File: src/rtl/mem_ctrl_pkg.sv
// Shared types and widths for the memory-control datapath.
package mem_ctrl_pkg;

    localparam int unsigned ADDR_W = 32;
    localparam int unsigned DATA_W = 32;

    typedef enum logic {
        IDLE   = 1'b0,
        ACCESS = 1'b1
    } state_e;

    typedef enum logic {
        OWN_IF = 1'b0,
        OWN_D  = 1'b1
    } owner_e;

endpackage

File: src/rtl/mem_arb_picker.sv
// Combinational winner selection between fetch and data requesters.
module mem_arb_picker
    import mem_ctrl_pkg::*;
(
    input  logic   i_if_req,
    input  logic   i_d_req,
    input  logic   i_streak_full,
    output owner_e o_winner,
    output logic   o_any_req
);

    // Data has priority unless fetch has waited through a full data streak
    always_comb begin
        o_any_req = i_if_req | i_d_req;
        if (i_d_req && !(i_if_req && i_streak_full)) begin
            o_winner = OWN_D;
        end else begin
            o_winner = OWN_IF;
        end
    end

endmodule

File: src/rtl/mem_bus_arbiter.sv
// Shares the single memory port between fetch and data requesters; one
// registered transaction at a time with ready/timeout completion.
module mem_bus_arbiter
    import mem_ctrl_pkg::*;
#(
    parameter int unsigned DATA_STREAK = 4,
    parameter int unsigned TIMEOUT     = 255
) (
    input  logic              clk,
    input  logic              rst,
    input  logic              if_req,
    input  logic [ADDR_W-1:0] if_addr,
    output logic              if_gnt,
    output logic              if_valid,
    output logic [DATA_W-1:0] if_rdata,
    input  logic              d_req,
    input  logic              d_we,
    input  logic [ADDR_W-1:0] d_addr,
    input  logic [DATA_W-1:0] d_wdata,
    output logic              d_gnt,
    output logic              d_valid,
    output logic [DATA_W-1:0] d_rdata,
    output logic              mem_req,
    output logic              mem_we,
    output logic [ADDR_W-1:0] mem_addr,
    output logic [DATA_W-1:0] mem_wdata,
    input  logic [DATA_W-1:0] mem_rdata,
    input  logic              mem_ready,
    output logic              bus_err,
    output logic              busy
);

    localparam int unsigned CNT_W = $clog2(TIMEOUT + 1);
    localparam int unsigned SW    = $clog2(DATA_STREAK + 1);

    state_e            r_state, w_state_nxt;
    owner_e            r_owner, w_owner_nxt;
    logic [SW-1:0]     r_streak, w_streak_nxt;
    logic [CNT_W-1:0]  r_tcnt, w_tcnt_nxt;
    logic              r_if_gnt, w_if_gnt, r_d_gnt, w_d_gnt;
    logic              r_if_valid, w_if_valid, r_d_valid, w_d_valid;
    logic [DATA_W-1:0] r_if_rdata, w_if_rdata, r_d_rdata, w_d_rdata;
    logic              r_mem_req, w_mem_req, r_mem_we, w_mem_we;
    logic [ADDR_W-1:0] r_mem_addr, w_mem_addr;
    logic [DATA_W-1:0] r_mem_wdata, w_mem_wdata;
    logic              r_bus_err, w_bus_err;
    owner_e            w_winner;
    logic              w_any_req;
    logic              w_streak_full;

    assign w_streak_full = (r_streak == SW'(DATA_STREAK));

    mem_arb_picker u_picker (
        .i_if_req      (if_req),
        .i_d_req       (d_req),
        .i_streak_full (w_streak_full),
        .o_winner      (w_winner),
        .o_any_req     (w_any_req)
    );

    // Next-state and registered-output values for grant and completion
    always_comb begin
        w_state_nxt  = r_state;
        w_owner_nxt  = r_owner;
        w_streak_nxt = r_streak;
        w_tcnt_nxt   = r_tcnt;
        w_if_gnt     = 1'b0;
        w_d_gnt      = 1'b0;
        w_if_valid   = 1'b0;
        w_d_valid    = 1'b0;
        w_if_rdata   = r_if_rdata;
        w_d_rdata    = r_d_rdata;
        w_mem_req    = r_mem_req;
        w_mem_we     = r_mem_we;
        w_mem_addr   = r_mem_addr;
        w_mem_wdata  = r_mem_wdata;
        w_bus_err    = 1'b0;
        unique case (r_state)
            IDLE: begin
                if (w_any_req) begin
                    w_state_nxt = ACCESS;
                    w_owner_nxt = w_winner;
                    w_mem_req   = 1'b1;
                    w_tcnt_nxt  = '0;
                    if (w_winner == OWN_D) begin
                        w_d_gnt     = 1'b1;
                        w_mem_we    = d_we;
                        w_mem_addr  = d_addr;
                        w_mem_wdata = d_wdata;
                        // Only count data grants that made fetch wait
                        if (!if_req) begin
                            w_streak_nxt = '0;
                        end else if (!w_streak_full) begin
                            w_streak_nxt = r_streak + SW'(1);
                        end
                    end else begin
                        w_if_gnt     = 1'b1;
                        w_mem_we     = 1'b0;
                        w_mem_addr   = if_addr;
                        w_mem_wdata  = '0;
                        w_streak_nxt = '0;
                    end
                end
            end
            ACCESS: begin
                if (mem_ready) begin
                    w_state_nxt = IDLE;
                    w_mem_req   = 1'b0;
                    w_tcnt_nxt  = '0;
                    if (r_owner == OWN_D) begin
                        w_d_valid = 1'b1;
                        w_d_rdata = r_mem_we ? '0 : mem_rdata;
                    end else begin
                        w_if_valid = 1'b1;
                        w_if_rdata = mem_rdata;
                    end
                end else if (r_tcnt == CNT_W'(TIMEOUT - 1)) begin
                    // This edge is the TIMEOUT-th access cycle without ready
                    w_state_nxt = IDLE;
                    w_mem_req   = 1'b0;
                    w_tcnt_nxt  = '0;
                    w_bus_err   = 1'b1;
                    if (r_owner == OWN_D) begin
                        w_d_valid = 1'b1;
                        w_d_rdata = '0;
                    end else begin
                        w_if_valid = 1'b1;
                        w_if_rdata = '0;
                    end
                end else begin
                    w_tcnt_nxt = r_tcnt + CNT_W'(1);
                end
            end
            default: w_state_nxt = IDLE;
        endcase
    end

    // State and output registers, cleared asynchronously
    always_ff @(posedge clk or posedge rst) begin
        if (rst) begin
            r_state     <= IDLE;
            r_owner     <= OWN_IF;
            r_streak    <= '0;
            r_tcnt      <= '0;
            r_if_gnt    <= 1'b0;
            r_d_gnt     <= 1'b0;
            r_if_valid  <= 1'b0;
            r_d_valid   <= 1'b0;
            r_if_rdata  <= '0;
            r_d_rdata   <= '0;
            r_mem_req   <= 1'b0;
            r_mem_we    <= 1'b0;
            r_mem_addr  <= '0;
            r_mem_wdata <= '0;
            r_bus_err   <= 1'b0;
        end else begin
            r_state     <= w_state_nxt;
            r_owner     <= w_owner_nxt;
            r_streak    <= w_streak_nxt;
            r_tcnt      <= w_tcnt_nxt;
            r_if_gnt    <= w_if_gnt;
            r_d_gnt     <= w_d_gnt;
            r_if_valid  <= w_if_valid;
            r_d_valid   <= w_d_valid;
            r_if_rdata  <= w_if_rdata;
            r_d_rdata   <= w_d_rdata;
            r_mem_req   <= w_mem_req;
            r_mem_we    <= w_mem_we;
            r_mem_addr  <= w_mem_addr;
            r_mem_wdata <= w_mem_wdata;
            r_bus_err   <= w_bus_err;
        end
    end

    assign if_gnt    = r_if_gnt;
    assign if_valid  = r_if_valid;
    assign if_rdata  = r_if_rdata;
    assign d_gnt     = r_d_gnt;
    assign d_valid   = r_d_valid;
    assign d_rdata   = r_d_rdata;
    assign mem_req   = r_mem_req;
    assign mem_we    = r_mem_we;
    assign mem_addr  = r_mem_addr;
    assign mem_wdata = r_mem_wdata;
    assign bus_err   = r_bus_err;
    assign busy      = (r_state == ACCESS);

endmodule

File: config.mk
export PLATFORM = sky130hd
export DESIGN_NAME = mem_bus_arbiter
export DESIGN_NICKNAME = d
export VERILOG_FILES = /design/src/rtl/mem_ctrl_pkg.sv /design/src/rtl/mem_arb_picker.sv /design/src/rtl/mem_bus_arbiter.sv
export SDC_FILE = /design/constraint.sdc
export NUM_CORES = 1
export LEC_CHECK = 0
export CAP_MARGIN = 0
export CORE_UTILIZATION = 39
export CTS_BUF_LIST = sky130_fd_sc_hd__clkbuf_16
export DETAILED_ROUTE_END_ITERATION = 6
export PLACE_DENSITY_LB_ADDON = 0.25
export SLEW_MARGIN = 0
export SYNTH_ARGS = -nofsm -noshare
export SYNTH_HDL_FRONTEND = slang
export SYNTH_SLANG_ARGS = --single-unit
File: constraint.sdc
create_clock -name clk -period 5.3 [get_ports clk]
set_input_delay 1.59 -clock clk [delete_from_list [all_inputs] [get_ports clk]]
set_output_delay 1.59 -clock clk [all_outputs]
set_load 0.005 [all_outputs]
Yosys cells after proc, flatten, opt, wreduce, memory -nomap -nowiden
Index checks and enable logic that the tools add are counted.
{"block": "classes", "add_sub_neg": 2, "n_eq_ne": 5, "mux": 45, "bitwise": 3, "reduce_logical": 9}
{"op": "32-bit two-way mux", "n": 11}
{"op": "1-bit two-way mux", "n": 25}
{"op": "8-bit two-way mux", "n": 3}
{"op": "8-bit case mux with 2 select lines", "n": 1}
{"op": "3-bit two-way mux", "n": 3}
{"op": "3-bit AND reduction", "n": 3}
{"op": "8-bit by 1-bit adder with 8-bit output (second input constant)", "n": 1}
{"op": "8-bit equality test (second input constant)", "n": 1}
{"op": "1-bit case mux with 2 select lines", "n": 2}
{"op": "2-bit AND reduction", "n": 2}
{"op": "3-bit by 1-bit adder with 3-bit output (second input constant)", "n": 1}
{"op": "3-bit equality test (second input constant)", "n": 1}
{"op": "3-bit by 2-bit != test with 1-bit output (second input constant)", "n": 1}
{"op": "3-bit != test (second input constant)", "n": 1}
{"op": "1-bit logical AND", "n": 2}
{"op": "2-bit by 1-bit != test with 1-bit output (second input constant)", "n": 1}
{"op": "1-bit inverter", "n": 2}
{"op": "2-bit nonzero test", "n": 1}
{"op": "1-bit logical NOT", "n": 1}
{"op": "1-bit bitwise OR", "n": 1}
{"block": "totals", "reg_bits": 148, "inputBits": 134, "out_inout_bits": 136, "wordCells": 79}

Longest topological paths before layout
Gate-level depths: netlist of the first run.
{"block": "depth", "ltp_word": 8, "depth_mapped": 7, "ltp_nobuf": 5}

By module
From an unflattened synthesis of the first run, not the netlist that was laid out.
{"block": "unflattened", "hier_cells": 666, "area_unflattened_um2": 6617.6}
{"module": "mem_bus_arbiter", "n_inst": 1, "cells_each": 664, "area_per_inst_um2": 6603.8, "seq_area_each_um2": 3703.6}
{"module": "mem_arb_picker", "n_inst": 1, "cells_each": 2, "area_per_inst_um2": 13.8, "seq_area_each_um2": 0.0}

Worst setup path after synthesis of the first run
OpenSTA, ideal clock, no wires.
{"block": "synth_path", "path_type": "input-to-reg", "startpoint": "in if_req", "endpoint": "reg r_tcnt[7]", "setup_ns": 0.083, "t_arrival_ns": 2.563, "required_time_ns": 5.217, "path_slack_ns": 2.654, "path_stages": 4, "n_path_buf": 1, "cell_sequence": "buf_2 > or4b_2 > o41a_1 > o21ai_0"}
{"block": "synth_between", "elab_chain_cells": 2}
{"element": "start: declaration", "line_no": "mem_bus_arbiter.sv:11", "source": "input logic if_req,"}
{"element": "1-bit bitwise OR", "line_no": "mem_arb_picker.sv:14", "source": "o_any_req = i_if_req | i_d_req;"}
{"element": "2-bit by 1-bit != test with 1-bit output (no line)"}
{"element": "end signal: assignment", "line_no": "mem_bus_arbiter.sv:160", "source": "r_tcnt <= w_tcnt_nxt;"}
{"element": "end: declaration", "line_no": "mem_bus_arbiter.sv:39", "source": "logic [CNT_W-1:0] r_tcnt, w_tcnt_nxt;"}
Every way passes these cells.
A chain may end at the register's enable or synchronous reset.

Worst setup path in the final report of the first run
{"block": "layout_path", "startpoint": "in if_req", "endpoint": "reg r_mem_addr[31] (netlist: mem_addr[31])"}
{"block": "layout_between", "elab_chain_cells": 5, "word_cells_on_any_way": 7, "cone_classes": "2 x mux; 1 x bitwise; 4 x reduce/logical"}
{"element": "1-bit logical AND", "line_no": "mem_arb_picker.sv:15", "source": "if (i_d_req && !(i_if_req && i_streak_full)) begin"}
{"element": "1-bit logical NOT", "line_no": "mem_arb_picker.sv:15"}
{"element": "1-bit logical AND", "line_no": "mem_arb_picker.sv:15"}
{"element": "1-bit two-way mux", "line_no": "mem_arb_picker.sv:15"}
{"element": "32-bit two-way mux", "line_no": "mem_bus_arbiter.sv:85", "source": "if (w_winner == OWN_D) begin"}
{"element": "end signal: assignment", "line_no": "mem_bus_arbiter.sv:169", "source": "r_mem_addr <= w_mem_addr;"}
{"element": "end: declaration", "line_no": "mem_bus_arbiter.sv:44", "source": "logic [ADDR_W-1:0] r_mem_addr, w_mem_addr;"}
Parallel ways exist; a longest one is shown, timed or not.

==> results of run 1 <==
worst paths after layout:
path,to,from,cells past startpoint
max in group asynchronous,r_owner,rst,3
worst min-delay path,mem_req,mem_req,1
worst max-delay path,mem_addr[31],if_req,4
worst max register to register,mem_addr[31],r_streak[0],5
min in group asynchronous,mem_wdata[12],rst,2
worst min register to register,mem_req,mem_req,1
synth_stat cells, drive strengths merged (4+ instances only):
master / n / area, sq um
dfrtp: 148 / 3700
a22oi: 34 / 255
nand2: 18 / 67.6
nand3: 36 / 180
inv: 38 / 143
o21ai: 74 / 374
buf: 24 / 145
nor2b: 33 / 206
a22o: 30 / 263
clkbuf: 28 / 105
ha: 4 / 50.1
nor2: 36 / 135
a221o: 32 / 324
a31oi: 31 / 194
kinds of logic (layout without fill, tap and decap cells):
family	Yosys count	after routing	share of synthesized area, %
fa+ha+maj	4	4	0.777
xor+xnor	1	1	0.136
flops	148	148	57.5
simple gates	142	142	11.7
compound gates	216	216	23.8
buf+inv	90	349	6.10
critical path, delay by kind of cell:
family / cells / cell delay [ns]
simple gates: 2 / 1.40
compound gates: 1 / 0.13
buf+inv: 1 / 0.66
routing by layer:
layer	vias to the layer above	GRT usage, %	wire (microns)
met5	-	0	0
met4	0	8.52	304
met3	22	7.78	1640
met2	237	38.5	9220
met1	2759	25.9	7560
li1	2685	-	-
through the flow:
| stage | worst slack [ns] | utilization [%] |
|---|---|---|
| after global routing | 1.60 | 61.8 |
| after global placement | 1.38 | 57.9 |
| final | 1.79 | 61.8 |
| after floorplan | 1.85 | - |
| after CTS | 1.80 | 61.8 |
| after detailed placement | 1.38 | 57.9 |
report_power, final:
group          internal [uW]  switching [uW]  leakage, uW  total, uW
logic                    880             465      0.00208       1350
registers               1450             269      0.00173       1720
clock network            792             480     0.000307       1270
area by class of cell:
class | instances | area [sq um] | share of cell area [%]
inverter | 38 | 146 | 1.48
multi-input combinational | 363 | 2360 | 23.8
clock inverter | 15 | 204 | 2.06
tap | 216 | 270 | 2.73
sequential | 148 | 3700 | 37.5
timing repair buffer | 279 | 2780 | 28.1
clock buffer | 17 | 425 | 4.30
state kept, by name, summed over array words and instances, names as in the netlist:
register	flops
if_gnt	1
mem_wdata	32
bus_err	1
d_rdata	32
r_tcnt	8
if_rdata	32
mem_addr	32
mem_we	1
busy	1
d_gnt	1
if_valid	1
r_streak	3
d_valid	1
mem_req	1
r_owner	1
==> results.toml, run 1 <==
[status]
status = "finished clean"

[clock_tree]
htreeDepth = 4
cts_buffers = 17
holdBufCountCts = 0
cts_tree = "built"
cts_buffer_depth = 2
clock-sinks = 148
cts_resized = 0
post_cts_buffers = 0
path_clk_slew_ns = 0.06
clock_latency_ns = 0.42
clk_root_buffer_cell = "clkbuf_16"

[global_route]
grt_max_degree = 121
grt_usage_pct = 22.5
grt_pass1_vias = 5713
antenna_found_initial = 0
grt_overflow_total = 0
grt_pass1_wl_microns = 29200

[sta]
slew_viol_final = 0
slew_headroom_pct = 13.6
setup_viol = 0
fin_crit_sh_pct = 66.2
post-route-min-period_ns = 3.51
tightest_slew_ns = 1.29
rsz0062_at_grt = "false"
max_freq_mhz = 285
hold_viol = 0
hold_slack_ns = 0.485
fin_tns_setup_ns = 0
finalClockSkew_ns = 0.00859

[drt]
vias_per_cell = 5.30
first_iter_violations = 417
route.vias.total = 5703
drc = 0
wire_per_inst_microns = 17.4
drtPass1Iterations = 5
antenna_left = 0
routed_wl_microns = 18700

[logic_synthesis]
yosysSeqAreaShare_pct = 57.5
syn_area_per_cell_sq_um = 10.7
async_reset_ff_share_pct = 100
synthCells = 601
yosys_register_bits = 148
synth_edf_count = 0
synth_cell_type_count = 45
syn_nets = 739
netlist_area_sq_mm = 0.00644
synth_warnings = 0
yosys_most_used_dff = "dfrtp_1"

[floorplan]
rows = 46
die_area_sq_mm = 0.0170
die_width_microns = 131
boundaryPins = 270
die_h_microns = 131
coreArea_sq_mm = 0.0160
start_util_pct = 40.3

[placement]
dp.cells = 1044
port_buffers = 269
post-dp-hpwl_microns = 12600
placed_area_sq_mm = 0.00926
gp_congestion = 0.808

[power]
p_total_uw = 4330
cellLeakagePower_uw = 0.00411
peakVddDrop_v = 0.000238
powerDensity_mw_per_mm2 = 438

[worst_setup_path]
ff2ff_setup_slack_ns = 3.03
arrival_ns = 3.79
end_kind = "flip-flop"
startpoint_type = "input port"
cp_slowest_cell = "nand3_1"
crit_chain = "clkdlybuf4s50_1, nand3_1, nand4b_1, o211ai_1"
cp_max_fo = 33
criticalPathCategory = "input port to flip-flop"
slowest_delay_ns = 0.96
required_ns = 5.59

[final_layout]
final_cell_mix = "clkdlybuf4s50_1, dfrtp_1, o21ai_0, inv_1"
stdcell_count = 1076
fin_nets = 985
syn2layout_area_growth_pct = 53.4
antenna-diode-count = 0
drive_above_1_share_pct = 6.28
nFillCells = 1292
fin_area_sq_mm = 0.00989
layout_commonest_cell = "clkdlybuf4s50_1"

[flow_run]
max_cap_viol_count = 0

[hold_path]
min_path_type = "flip-flop to flip-flop"
Power figures use the tool's default switching activity.
==> inputs of run 2 (changes only) <==
--- a/config.mk
+++ b/config.mk
@@ -6,7 +6,7 @@
 export NUM_CORES = 1
 export LEC_CHECK = 0
 export CAP_MARGIN = 0
-export CORE_UTILIZATION = 39
+export CORE_UTILIZATION = 43
 export CTS_BUF_LIST = sky130_fd_sc_hd__clkbuf_16
 export DETAILED_ROUTE_END_ITERATION = 6
 export PLACE_DENSITY_LB_ADDON = 0.25
==> constraint.sdc (replaced) <==
create_clock -name clk -period 3.6 [get_ports clk]
set_input_delay 1.08 -clock clk [delete_from_list [all_inputs] [get_ports clk]]
set_output_delay 1.08 -clock clk [all_outputs]
set_load 0.005 [all_outputs]
==> results.toml, run 2 (synthesis gave the netlist of run 1 again) <==
[power]
powerDensity_mw_per_mm2 = 648
cellLeakagePower_uw = 0.00414
peakVddDrop_v = 0.000345

[global_route]
grt_pass1_vias = 6015
antenna_found_initial = 0
grt_usage_pct = 25.5
grt_overflow_total = 0
grt_max_degree = 76
grt_pass1_wl_microns = 31200

[clock_tree]
cts_buffer_depth = 2
clock-sinks = 148
clock_latency_ns = 0.43
cts_resized = 0
holdBufCountCts = 0
post_cts_buffers = 0
clk_root_buffer_cell = "clkbuf_16"
cts_buffers = 17
cts_tree = "built"
htreeDepth = 4
path_clk_slew_ns = 0.06

[placement]
post-dp-hpwl_microns = 13300
port_buffers = 269
gp_congestion = 0.818
dp.cells = 1016

[drt]
drtPass1Iterations = 5
routed_wl_microns = 19500
route.vias.total = 5919
route.met2.wl_microns = 9690
antenna_left = 0
wire_per_inst_microns = 18.6
drc = 0
vias_per_cell = 5.65
first_iter_violations = 356
top_layer_used = "met4"
wl_met3_microns = 1400
wl_met1_microns = 7960

[worst_setup_path]
crit_buf_inv = 1
crit_chain = "clkdlybuf4s50_1"
end_kind = "output port"
cp_slowest_cell = "clkdlybuf4s50_1"
cp_max_fo = 13
worstRegToRegCells = 6
startpoint_type = "flip-flop"
ff2ff_setup_slack_ns = 1.28
required_ns = 2.52
critPathTopFamily = "buffers and inverters"
r2r_start = "r_tcnt[0]"
criticalPathCategory = "flip-flop to output port"
arrival_ns = 1.70
slowest_delay_ns = 0.66
reg2reg_to = "if_rdata[10]"

[sta]
fin_tns_setup_ns = 0
setup_viol = 0
slew_viol_final = 0
rsz0062_at_grt = "false"
hold_viol = 0
max_freq_mhz = 359
finalClockSkew_ns = 0.0127
fin_crit_sh_pct = 77.3
slew_headroom_pct = 23.2
post-route-min-period_ns = 2.78
tightest_slew_ns = 1.15

[hold_path]
hold_end = "mem_req"
min_path_type = "flip-flop to flip-flop"
holdPathStages = 1
hp-start = "mem_req"

[floorplan]
rows = 44
die_width_microns = 124
start_util_pct = 44.2
coreArea_sq_mm = 0.0146
boundaryPins = 270
die_area_sq_mm = 0.0155
die_h_microns = 124

[final_layout]
fin_nets = 989
drive_above_1_share_pct = 6.94
stdcell_count = 1048
final_cell_mix = "clkdlybuf4s50_1, dfrtp_1, o21ai_0, inv_1"
layout_commonest_cell = "clkdlybuf4s50_1"
post-route-util_pct = 67.9
nFillCells = 1043
antenna-diode-count = 0
syn2layout_area_growth_pct = 53.7

[flow_run]
max_cap_viol_count = 0

[status]
status = "finished clean"
run 2: changes by cell type in the layout (fill, tap and decap cells not counted), sizes merged:
cell	before	now
buf	10	14
bufinv	4	3
clkinvlp	3	1
inv	43	46
run 2: worst max-delay path by stage:
| stage | startpoint | end | cells past startpoint |
|---|---|---|---|
| 2_1_floorplan | rst | bus_err | 1 |
| 3_3_place_gp | if_req | mem_wdata[6] | 5 |
| 3_5_place_dp | if_req | mem_addr[30] | 5 |
| 4_1_cts | busy | busy | 1 |
| 5_1_grt | busy | busy | 1 |
| 6_report | busy | busy | 1 |
run 2: area by class of cell:
type	count	area [sq um]	area share (%)
Sequential cell	148	3700	37.4
Timing Repair Buffer	283	2850	28.7
Multi-Input combinational cell	363	2360	23.8
Clock buffer	17	425	4.29
Tap cell	184	230	2.32
Clock inverter	15	193	1.95
Inverter	38	146	1.48
run 2: per-layer routing:
metal  GRT usage, %  vias up
li1               -     2695
met4           10.1        0
met1           31.4     2912
met5              0        -
met3           7.04       35
met2           42.5      277
run 2: power breakdown:
part / switching (uW) / internal [uW]
logic: 729 / 1300
clock network: 758 / 1110
registers: 383 / 2130
run 2: stage by stage:
step / instance area, sq um / hold WS (ns) / setup slack [ns] / total power [uW]
finish: 9910 / 0.486 / 0.816 / 6420
global route: 9910 / 0.518 / 0.738 / 6750
CTS: 9910 / 0.493 / 0.791 / 6460
detailed placement: 9290 / 0.483 / 0.602 / 4560
global placement: 9290 / 0.470 / 0.716 / 4480
floorplan: 6450 / 0.473 / 0.659 / 3230
==> inputs of run 3 (changes only) <==
--- a/config.mk
+++ b/config.mk
@@ -6,7 +6,7 @@
 export NUM_CORES = 1
 export LEC_CHECK = 0
 export CAP_MARGIN = 0
-export CORE_UTILIZATION = 43
+export CORE_UTILIZATION = 39
 export CTS_BUF_LIST = sky130_fd_sc_hd__clkbuf_16
 export DETAILED_ROUTE_END_ITERATION = 6
 export PLACE_DENSITY_LB_ADDON = 0.25
==> constraint.sdc (replaced) <==
create_clock -name clk -period 2.45 [get_ports clk]
set_input_delay 0.735 -clock clk [delete_from_list [all_inputs] [get_ports clk]]
set_output_delay 0.735 -clock clk [all_outputs]
set_load 0.005 [all_outputs]
==> results.toml, run 3 (synthesis gave the netlist of run 1 again) <==
[placement]
port_buffers = 269
post-dp-hpwl_microns = 13800
dp.cells = 1062
gp_congestion = 0.815

[worst_setup_path]
arrival_ns = 1.44
r2r_start = "r_tcnt[0]"
crit_chain = "clkdlybuf4s50_1"
worstRegToRegCells = 6
ff2ff_setup_slack_ns = 0.63
end_kind = "output port"
required_ns = 1.71
slowest_delay_ns = 0.58
cp_max_fo = 3
critPathTopFamily = "buffers and inverters"
reg2reg_to = "d_rdata[29]"
crit_buf_inv = 1
startpoint_type = "flip-flop"
criticalPathCategory = "flip-flop to output port"
cp_slowest_cell = "clkdlybuf4s50_1"

[final_layout]
post-route-util_pct = 62.8
final_cell_mix = "clkdlybuf4s50_1, dfrtp_1, o21ai_0, inv_1"
drive_above_1_share_pct = 7.99
layout_commonest_cell = "clkdlybuf4s50_1"
fin_nets = 1003
stdcell_count = 1092
syn2layout_area_growth_pct = 56.0
antenna-diode-count = 0

[clock_tree]
holdBufCountCts = 0
cts_buffers = 17
clk_root_buffer_cell = "clkbuf_16"
cts_buffer_depth = 2
path_clk_slew_ns = 0.06
htreeDepth = 4
clock-sinks = 148
cts_tree = "built"
clock_latency_ns = 0.42
post_cts_buffers = 0
cts_resized = 0

[floorplan]
coreArea_sq_mm = 0.0160
die_width_microns = 131
die_h_microns = 131
boundaryPins = 270
start_util_pct = 40.3
rows = 46
die_area_sq_mm = 0.0170

[drt]
first_iter_violations = 324
wl_met1_microns = 7840
drtPass1Iterations = 5
top_layer_used = "met4"
wl_met3_microns = 1520
route.met2.wl_microns = 9420
drc = 0
antenna_left = 0
wire_per_inst_microns = 17.6
vias_per_cell = 5.36
route.vias.total = 5852
routed_wl_microns = 19200

[global_route]
grt_overflow_total = 0
grt_max_degree = 39
grt_usage_pct = 23.1
grt_pass1_wl_microns = 30200
antenna_found_initial = 0
grt_pass1_vias = 5815

[sta]
max_freq_mhz = 460
tightest_slew_ns = 0.685
post-route-min-period_ns = 2.18
rsz0062_at_grt = "false"
hold_viol = 0
fin_crit_sh_pct = 88.8
setup_viol = 0
slew_viol_final = 0
finalClockSkew_ns = 0.00903
slew_headroom_pct = 53.8

[flow_run]
max_cap_viol_count = 0

[hold_path]
hp-start = "mem_wdata[2]"
min_path_type = "flip-flop to flip-flop"
holdPathStages = 2
hold_end = "mem_wdata[2]"

[power]
peakVddDrop_v = 0.000495
cellLeakagePower_uw = 0.00420
powerDensity_mw_per_mm2 = 915

[status]
status = "finished clean"
[run 3: changes by cell type in the layout (fill, tap and decap cells not counted)]
cell | previous run | this run
buf_12 | 4 | 9
inv_8 | 2 | 0
inv_6 | 7 | 4
clkinv_1 | 0 | 2
bufinv_16 | 3 | 2
buf_4 | 10 | 19
clkinv_2 | 2 | 4
[run 3: stage by stage]
stage | hold slack [ns] | cell area, sq um | total power (uW) | setup slack (ns) | setup TNS [ns]
2_1_floorplan | 0.473 | 6450 | 4740 | -0.146 | -21.61
3_3_place_gp | 0.467 | 9500 | 6620 | 0.113 | 0
3_5_place_dp | 0.475 | 9500 | 6740 | 0.0407 | 0
4_1_cts | 0.491 | 10100 | 9270 | 0.245 | 0
5_1_grt | 0.515 | 10100 | 9710 | 0.239 | 0
6_report | 0.484 | 10100 | 9200 | 0.274 | 0
[run 3: per-layer routing]
| metal | vias to the layer above | GRT usage (%) |
|---|---|---|
| met3 | 32 | 6.92 |
| met1 | 2857 | 28.1 |
| met4 | 0 | 9.26 |
| met5 | - | 0 |
| li1 | 2726 | - |
| met2 | 237 | 38.4 |
[run 3: where the power goes]
part           leakage, uW  internal [uW]  total [uW]  switching [uW]
clock network     0.000279           1490        2510            1020
logic              0.00220           1950        3030            1080
registers          0.00173           3130        3660             525
[run 3: how the worst max path moves through the flow]
stage | cells past startpoint | startpoint | endpoint
after floorplan | 1 | rst | bus_err
after global placement | 5 | d_req | r_streak[2]
after detailed placement | 5 | d_req | r_streak[1]
after CTS | 1 | mem_we | mem_we
after global routing | 1 | mem_we | mem_we
final | 1 | mem_we | mem_we
[run 3: area by class of cell]
cell class / instances / area [sq um]
fill: 1322 / 5950
sequential: 148 / 3700
timing repair buffer: 297 / 3020
multi-input combinational: 363 / 2360
clock buffer: 17 / 425
tap: 216 / 270
inverter: 38 / 146
clock inverter: 13 / 131
